--- src/rtl/vend_pkg.sv ---
// Shared encodings and default widths for the vending purchase transaction controller.
package vend_pkg;

    localparam int unsigned VEND_ID_W   = 10;
    localparam int unsigned VEND_COST_W = 16;

    typedef enum logic [1:0] {
        TXN_OK       = 2'd0,
        TXN_SOLD_OUT = 2'd1,
        TXN_NO_FUNDS = 2'd2,
        TXN_ERROR    = 2'd3
    } txn_status_e;

    typedef enum logic [2:0] {
        StIdle   = 3'd0,
        StReq    = 3'd1,
        StWait   = 3'd2,
        StCheck  = 3'd3,
        StUpdate = 3'd4,
        StDone   = 3'd5
    } txn_state_e;

endpackage

--- src/rtl/vend_txn_ctrl.sv ---
// Purchase transaction controller: fetch item cost/stock, decide outcome, request stock update.
// Optional VEND_STATS_EN adds stat_vends / stat_revenue counters.
module vend_txn_ctrl
    import vend_pkg::*;
#(
    parameter int unsigned ID_W       = VEND_ID_W,
    parameter int unsigned COST_W     = VEND_COST_W,
    parameter int unsigned RD_TIMEOUT = 15
) (
    input  logic              pclk,
    input  logic              prstn,
    input  logic              cfg_mode,
    input  logic [ID_W-1:0]   num_items,
    input  logic              sel_valid,
    output logic              sel_ready,
    input  logic [ID_W-1:0]   sel_item_id,
    input  logic [COST_W-1:0] sel_credit,
    output logic              cfg_item_read_req,
    output logic              cfg_item_update_req,
    output logic [ID_W-1:0]   cfg_item_id,
    input  logic [15:0]       item_cost,
    input  logic [7:0]        item_available,
    input  logic              data_valid_apb,
    output logic              txn_done,
    output logic [1:0]        txn_status,
    output logic              dispense_valid,
    output logic [ID_W-1:0]   dispense_item_id,
    output logic [COST_W-1:0] change_amount
`ifdef VEND_STATS_EN
    ,
    output logic [31:0]       stat_vends,
    output logic [31:0]       stat_revenue
`endif
);

    localparam int unsigned CntW = $clog2(RD_TIMEOUT + 1);
    localparam int unsigned CmpW = (COST_W > 16) ? COST_W : 16;

    txn_state_e        state_q, state_d;
    logic [CntW-1:0]   cnt_q, cnt_d, cnt_inc;
    logic [ID_W-1:0]   id_q;
    logic [COST_W-1:0] credit_q;
    logic              bad_id_q;
    logic [15:0]       cost_q;
    logic [7:0]        avail_q;

    txn_status_e       status_q;
    logic [COST_W-1:0] change_q;
    logic [ID_W-1:0]   disp_id_q;

    logic              accept;
    logic              load_data;
    logic              enter_done;
    txn_status_e       fin_status;
    logic [COST_W-1:0] fin_change;
    logic [CmpW-1:0]   credit_ext, cost_ext;

    assign accept     = (state_q == StIdle) && sel_valid && !cfg_mode;
    assign cnt_inc    = cnt_q + CntW'(1);
    assign credit_ext = CmpW'(credit_q);
    assign cost_ext   = CmpW'(cost_q);

    always_comb begin
        state_d             = state_q;
        cnt_d               = cnt_q;
        load_data           = 1'b0;
        enter_done          = 1'b0;
        fin_status          = TXN_ERROR;
        fin_change          = credit_q;
        cfg_item_read_req   = 1'b0;
        cfg_item_update_req = 1'b0;

        unique case (state_q)
            StIdle: begin
                if (accept) begin
                    state_d = StReq;
                end
            end
            // An out-of-range id spends this cycle in REQ without a read so the error
            // completion lands two cycles after the accept edge.
            StReq: begin
                cnt_d = '0;
                if (cfg_mode || bad_id_q) begin
                    enter_done = 1'b1;
                end else begin
                    cfg_item_read_req = 1'b1;
                    state_d           = StWait;
                end
            end
            StWait: begin
                if (cfg_mode) begin
                    enter_done = 1'b1;
                end else if (data_valid_apb) begin
                    load_data = 1'b1;
                    state_d   = StCheck;
                end else if (cnt_inc == CntW'(RD_TIMEOUT)) begin
                    enter_done = 1'b1;
                end else begin
                    cnt_d = cnt_inc;
                end
            end
            StCheck: begin
                if (cfg_mode) begin
                    enter_done = 1'b1;
                end else if (avail_q == 8'd0) begin
                    enter_done = 1'b1;
                    fin_status = TXN_SOLD_OUT;
                end else if (credit_ext < cost_ext) begin
                    enter_done = 1'b1;
                    fin_status = TXN_NO_FUNDS;
                end else begin
                    state_d = StUpdate;
                end
            end
            // A late cfg_mode here must still suppress the update, so the sale becomes an error.
            StUpdate: begin
                enter_done = 1'b1;
                if (!cfg_mode) begin
                    cfg_item_update_req = 1'b1;
                    fin_status          = TXN_OK;
                    fin_change          = COST_W'(credit_ext - cost_ext);
                end
            end
            StDone: begin
                state_d = StIdle;
            end
            default: begin
                state_d = StIdle;
            end
        endcase

        if (enter_done) begin
            state_d = StDone;
        end
    end

    always_ff @(posedge pclk or negedge prstn) begin
        if (!prstn) begin
            state_q <= StIdle;
            cnt_q   <= '0;
        end else begin
            state_q <= state_d;
            cnt_q   <= cnt_d;
        end
    end

    always_ff @(posedge pclk or negedge prstn) begin
        if (!prstn) begin
            id_q     <= '0;
            credit_q <= '0;
            bad_id_q <= 1'b0;
        end else if (accept) begin
            id_q     <= sel_item_id;
            credit_q <= sel_credit;
            bad_id_q <= (sel_item_id >= num_items);
        end
    end

    always_ff @(posedge pclk or negedge prstn) begin
        if (!prstn) begin
            cost_q  <= '0;
            avail_q <= '0;
        end else if (load_data) begin
            cost_q  <= item_cost;
            avail_q <= item_available;
        end
    end

    // Result registers change only on DONE entry, so they hold until the next txn_done.
    always_ff @(posedge pclk or negedge prstn) begin
        if (!prstn) begin
            status_q  <= TXN_OK;
            change_q  <= '0;
            disp_id_q <= '0;
        end else if (enter_done) begin
            status_q  <= fin_status;
            change_q  <= fin_change;
            disp_id_q <= id_q;
        end
    end

    assign sel_ready        = (state_q == StIdle) && !cfg_mode;
    assign cfg_item_id      = id_q;
    assign txn_done         = (state_q == StDone);
    assign txn_status       = status_q;
    assign dispense_valid   = txn_done && (status_q == TXN_OK);
    assign dispense_item_id = disp_id_q;
    assign change_amount    = change_q;

`ifdef VEND_STATS_EN
    logic [31:0] vends_q, revenue_q;

    always_ff @(posedge pclk or negedge prstn) begin
        if (!prstn) begin
            vends_q   <= '0;
            revenue_q <= '0;
        end else if (dispense_valid) begin
            vends_q   <= vends_q + 32'd1;
            revenue_q <= revenue_q + {16'd0, cost_q};
        end
    end

    assign stat_vends   = vends_q;
    assign stat_revenue = revenue_q;
`endif

endmodule

--- config.mk ---
export PLATFORM = sky130hd
export DESIGN_NAME = vend_txn_ctrl
export DESIGN_NICKNAME = d
export VERILOG_FILES = /design/src/rtl/vend_pkg.sv /design/src/rtl/vend_txn_ctrl.sv
export SDC_FILE = /design/constraint.sdc
export NUM_CORES = 1
export LEC_CHECK = 0
export ABC_AREA = 1
export CORE_MARGIN = 2
export CORE_UTILIZATION = 48
export CTS_BUF_LIST = sky130_fd_sc_hd__clkbuf_8
export CTS_CLUSTER_SIZE = 28
export DETAILED_ROUTE_END_ITERATION = 7
export GPL_ROUTABILITY_DRIVEN = 0
export HOLD_SLACK_MARGIN = 0.08
export PLACE_DENSITY_LB_ADDON = 0.05
export SETUP_SLACK_MARGIN = 0.05
export SYNTH_ARGS = -nofsm -noshare
export SYNTH_HDL_FRONTEND = slang
export SYNTH_SLANG_ARGS = --single-unit
--- constraint.sdc ---
create_clock -name pclk -period 2.03 [get_ports pclk]
set_clock_uncertainty 0.2 [all_clocks]
set_input_delay 0.609 -clock pclk [delete_from_list [all_inputs] [get_ports pclk]]
set_output_delay 0.609 -clock pclk [all_outputs]
set_load 0.01 [all_outputs]
; After elaboration in Yosys (flattened, before gate mapping)
; Index checks and enable logic that the tools add are counted.
[op_classes]
n_addsub = 2
mul = 0
div_mod_pow = 0
order_cmp = 2
eq_ne = 17
shift = 0
n_mux = 35
n_bitwise = 0
reduce_logical = 12
[ops]
columns = operator, n
row1 = $mux 16, 2
row2 = $mux 3, 8
row3 = $ne 3x3->1 const B, 7
row4 = $lt 16x16->1, 1
row5 = $sub 16x16->16, 1
row6 = $mux 1, 15
row7 = $pmux 3 s5, 1
row8 = $mux 4, 3
row9 = $ge 10x10->1, 1
row10 = $logic_not 8->1, 1
row11 = $ne 2x2->1 const B, 4
row12 = $pmux 4 s2, 1
row13 = $reduce_and 8->1, 1
row14 = $eq 3x2->1 const B, 2
row15 = $eq 3x3->1 const B, 2
row16 = $mux 2, 3
row17 = $add 4x1->4 const B, 1
row18 = $eq 4x4->1 const B, 1
row19 = $logic_and 1x1->1, 4
row20 = $pmux 1 s4, 1
row21 = $pmux 2 s2, 1
row22 = $reduce_and 4->1, 1
row23 = $eq 3x1->1 const B, 1
row24 = $logic_not 3->1, 1
row25 = 4 further kinds, 4
[totals]
ff_bits = 86
latchBits = 0
ramBits = 0
romBits = 0
inputBits = 65
output_inout_bits = 43
n_memories = 0

; Logic depth before layout (Yosys ltp)
[logic_depth]
depth_word = 8
depth_mapped = 17
depth_no_buf = 15

; Least setup slack after synthesis
; Ideal clock, no wire load.
[synth_path]
path_kind = reg-to-reg
from = reg credit_q[0], in the netlist credit_ext[0]
to = reg disp_id_q[7], in the netlist dispense_item_id[7]
setup_ns = 0.117
arrival_time_ns = 1.928
required_ns = 1.713
path_slack_ns = -0.215
path_stages_with_launch = 18
path_buffers = 2
period_less_slack_ns = 2.245
cell_sequence = dfrtp_1 -> inv_1 -> ha_1 -> fa_1 -> inv_1 -> nand2_1 -> nand2_1 -> nand3_1 -> nand2_2 -> nand2_1 -> nand2_1 -> nand2_1 -> nand2_2 -> nand2_1 -> buf_6 -> buf_6 -> nand2_1 -> nand2_1
[synth_between]
elab_chain_len = 5
[synth_lines]
columns = item, line_no
row1 = "start, declared", vend_txn_ctrl.sv:42  ; logic [COST_W-1:0] credit_q;
row2 = "start signal, assigned", vend_txn_ctrl.sv:154  ; credit_q <= sel_credit;
row3 = $lt 16x16->1, vend_txn_ctrl.sv:108  ; end else if (credit_ext < cost_ext) begin
row4 = $mux 1, vend_txn_ctrl.sv:108
row5 = $mux 1, vend_txn_ctrl.sv:105  ; end else if (avail_q == 8'd0) begin
row6 = $mux 1, vend_txn_ctrl.sv:103  ; if (cfg_mode) begin
row7 = $pmux 1 s4, vend_txn_ctrl.sv:73  ; unique case (state_q)
row8 = "end signal, assigned", vend_txn_ctrl.sv:178  ; disp_id_q <= id_q;
row9 = "end, declared", vend_txn_ctrl.sv:49  ; logic [ID_W-1:0] disp_id_q;
; No other way between the ends.
; A chain may end at the register's enable or synchronous reset.

; Worst setup path in the final report
[layout_path]
from = in cfg_mode
to = reg disp_id_q[1], in the netlist dispense_item_id[1]
[layout_between]
elab_chain_len = 3
word_cells_on_any_way = 5
classes_between = mux: 4 / reduce/logical: 1
[layout_lines]
columns = item, line_no
row1 = "start, declared", vend_txn_ctrl.sv:12  ; input logic cfg_mode,
row2 = $logic_or 1x1->1, vend_txn_ctrl.sv:83  ; if (cfg_mode || bad_id_q) begin
row3 = $mux 1, vend_txn_ctrl.sv:83
row4 = $pmux 1 s4 (*), vend_txn_ctrl.sv:73
; Every way passes the cells marked *; elsewhere a longest branch is shown, timed or not.

==> flow_summary.json <==
{
  "status": "complete, but fails checks",
  "failed_checks": "setup timing",
  "critPathSlowestCell": "a21boi_2",
  "combPwrFrac_pct": 64.1,
  "synthMuxAreaShare_pct": 2.02,
  "synth_compound_area_share_pct": 6.67,
  "io_pins": 108,
  "synth_cell_types": 31,
  "p_sw_share_pct": 44.0,
  "yosysMostFrequentCell": "nand2_1",
  "crit_path_end_kind": "flip-flop",
  "rows": 37,
  "worst_slack_ns": -0.354,
  "synthSimpleGateAreaFrac_pct": 30.2,
  "worstPathCellList": "dlygate4sd2_1 > buf_4 > inv_2 > nand2_1 > a21oi_2 > nand2_1 > a21boi_2 > nand2_8 > clkbuf_16 > nand2_2 > nand2_1",
  "crit_top_cell": "nand2_1",
  "drt_iter0_drc": 203,
  "overflow": 0,
  "grt_max_degree": 87,
  "die_area_sq_um": 11300,
  "wl_per_cell_um": 14.6,
  "core_sq_um": 10200,
  "crit_required_ns": 2.09,
  "clk_pin_slew_ns": 0.09,
  "design_area_sq_um": 7640,
  "arrival_ns": 2.44,
  "seqPwrFrac_pct": 26.1,
  "initial_core_util_pct": 49.1,
  "crit_family": "buffers and inverters",
  "numCtsBuffers": 9,
  "ys.warnings.count": 0,
  "use_met2_pct": 46.2,
  "die_y_um": 106,
  "vias": 5180,
  "met3_usage_pct": 6.81,
  "slew_violations": 0,
  "portBuffers": 107,
  "power_density_nw_per_um2": 1500,
  "synth_top_cell_area_share_pct": 42.8,
  "dpl_cell_area_sq_um": 6830,
  "vias_per_cell": 5.05,
  "worst_hold_slack_ns": 0.0569,
  "firstDrtPassIters": 5,
  "synth_top_family_by_area": "simple AND/OR/NAND/NOR gates",
  "critical_path_buf_inv_count": 4,
  "yosys.area_share.xor_xnor_pct": 1.05,
  "htreeDepth": 3,
  "setup_viol": 36,
  "p_int_mw": 6.40,
  "post-place-ws_ns": -0.735,
  "grt_use_met1_pct": 32.2,
  "synth-edff-count": 0,
  "worst_slew_pin_slew_ns": 0.499,
  "fmax_mhz": 419,
  "synth_fa_ha_area_share_pct": 7.37,
  "crit_path_start_kind": "input port",
  "syn_nets": 779,
  "clkPwrFrac_pct": 9.8,
  "synth_ff_type": "dfrtp_1",
  "p_sw_mw": 5.03,
  "area_growth_pct": 52.0,
  "placed_cells": 990,
  "syn_area_per_cell_sq_um": 7.34,
  "cp_max_fo": 6,
  "maxCapViolCount": 0,
  "diodes": 0,
  "antenna_found_initial": 0,
  "slew_headroom_pct": 66.5,
  "synth_area_leaders": "dfrtp_1 (43%), nand2_1 (19%), ha_1 (7.0%)",
  "synth_largest_area_cell": "dfrtp_1",
  "clk_latency_ns": 0.37,
  "die_x_um": 106,
  "synthTopCellsByCount": "nand2_1 (248), inv_1 (93), dfrtp_1 (86), nand3_1 (57), nor2_1 (49)",
  "postRouteAntennaNets": 0,
  "worstSetupPathType": "input port to flip-flop",
  "grt-busiest-layer": "met2",
  "grt.total_usage_pct": 26.9,
  "power.total_mw": 11.4,
  "netlist_instances": 685,
  "grt_pass1_wl_um": 23800,
  "min_period_ns": 2.38,
  "cts_hold_buf": 0,
  "layout.nets": 979,
  "clock-sinks": 86,
  "cts_tree": "done",
  "fin_crit_sh_pct": 117,
  "fin_tns_setup_ns": -10.32,
  "hold_path_class": "input port to asynchronous set/reset pin",
  "power_leakage_nw": 4.16,
  "clock_path_buffers": 2,
  "ys_ff_latch": 86,
  "grt_pass1_vias": 5190,
  "clockRootBuffer": "clkbuf_8",
  "routed_wl_um": 15000,
  "final-hold-violation-count": 0,
  "final_cells": 1026,
  "max_stage_delay_ns": 0.43,
  "netlist_area_sq_um": 5020,
  "fin_util_pct": 74.7,
  "drive_above_1_share_pct": 26.6,
  "rsz0062_at_grt": "yes",
  "drc": 0,
  "hpwl_um": 10500,
  "vdd_drop_max_mv": 0.668,
  "synth-seq-area-share_pct": 42.8,
  "synth-async-reset-ratio_pct": 100
}
-- kinds of logic (layout without fill, tap and decap cells) --
| logic type | after synthesis | in the layout |
|---|---|---|
| xor+xnor | 6 | 6 |
| compound gates | 63 | 63 |
| simple gates | 373 | 373 |
| buf+inv | 119 | 324 |
| flops | 86 | 86 |
| fa+ha+maj | 29 | 29 |
| mux | 9 | 9 |
-- routing by layer --
layer / up-vias / share of wire (%)
met5: - / 0
met4: 0 / 2.2
met3: 27 / 5.0
met2: 134 / 51
met1: 2485 / 42
li1: 2534 / -
-- worst reg2reg max path, cell delays in order, from the launching register on --
cell     delay, ns
dfrtp_1       0.37
inv_2         0.06
ha_4          0.16
fa_2          0.34
inv_2         0.07
nand2_2       0.06
nand2_2       0.07
nand3_2       0.08
nand2_2       0.10
nand2_2       0.07
nand2_2       0.07
nand2_2       0.06
nand2_4       0.12
buf_6         0.15
buf_8         0.12
nand3_1       0.11
nand2_2       0.10
-- cell type report --
type                    count  area (sq um)
clock buffers               9           124
clock inverters             7          50.0
fillers                   791          2590
inverters                  99           377
multi-input cells         480          2790
flip-flops and latches     86          2150
well taps                 136           170
repair buffers            209          1980
-- cell usage in the layout, fill, tap and decap left out, types with 5 or more instances in the layout --
master | synthesis | final
nand2_4 | 0 | 8
nand2_2 | 2 | 35
nand4_1 | 5 | 5
nand2_1 | 248 | 206
clkdlybuf4s50_1 | 0 | 54
nor2_4 | 0 | 7
mux2_2 | 9 | 9
buf_6 | 4 | 14
buf_12 | 0 | 5
ha_4 | 0 | 8
inv_2 | 5 | 12
inv_1 | 93 | 85
dfrtp_1 | 86 | 85
nand3_2 | 0 | 9
dlygate4sd2_1 | 0 | 37
ha_1 | 28 | 20
o21ai_0 | 26 | 24
nand3_1 | 57 | 48
nor2_1 | 49 | 36
a21oi_1 | 30 | 27
buf_4 | 4 | 81
clkbuf_8 | 0 | 9
dlymetal6s2s_1 | 0 | 8
nor2_2 | 2 | 8
-- sequential cells by signal, indices dropped and copies added (netlist names) --
signal / cells
bad_id_q: 1
txn_status: 2
change_amount: 16
cost_ext: 16
credit_ext: 16
avail_q: 8
state_q: 3
cnt_q: 4
cfg_item_id: 10
dispense_item_id: 10
-- repair_timing --
item,4_1_cts,5_1_grt
setup endpoints to repair,80,48
pin swaps,11,23
buffers inserted,10,7
gates resized for setup,114,85
cloned,3,1
hold endpoints to repair,0,0
-- final timing paths --
kind | from | cells past startpoint | slack, ns | to
worst max register to register | credit_ext[0] | 16 | -0.34 | change_amount[4]
worst min-delay path | prstn | 2 | 0.06 | credit_ext[6]
max in group asynchronous | prstn | 2 | 1.17 | state_q[2]
worst min register to register | cnt_q[3] | 2 | 0.30 | cnt_q[3]
worst max-delay path | cfg_mode | 11 | -0.35 | dispense_item_id[1]
min in group pclk | sel_item_id[4] | 3 | 0.28 | cfg_item_id[4]
-- power by group through the flow --
| stage | Sequential (mW) | Combinational, mW | Clock (mW) |
|---|---|---|---|
| finish | 2.98 | 7.33 | 1.12 |
| floorplan | 3.03 | 3.36 | 0 |
| global route | 3.07 | 8.07 | 1.22 |
| global placement | 2.94 | 6.13 | 0 |
| detailed placement | 2.96 | 6.31 | 0 |
| CTS | 2.94 | 6.75 | 1.13 |
No activity file was read; power rests on OpenSTA's default activity.
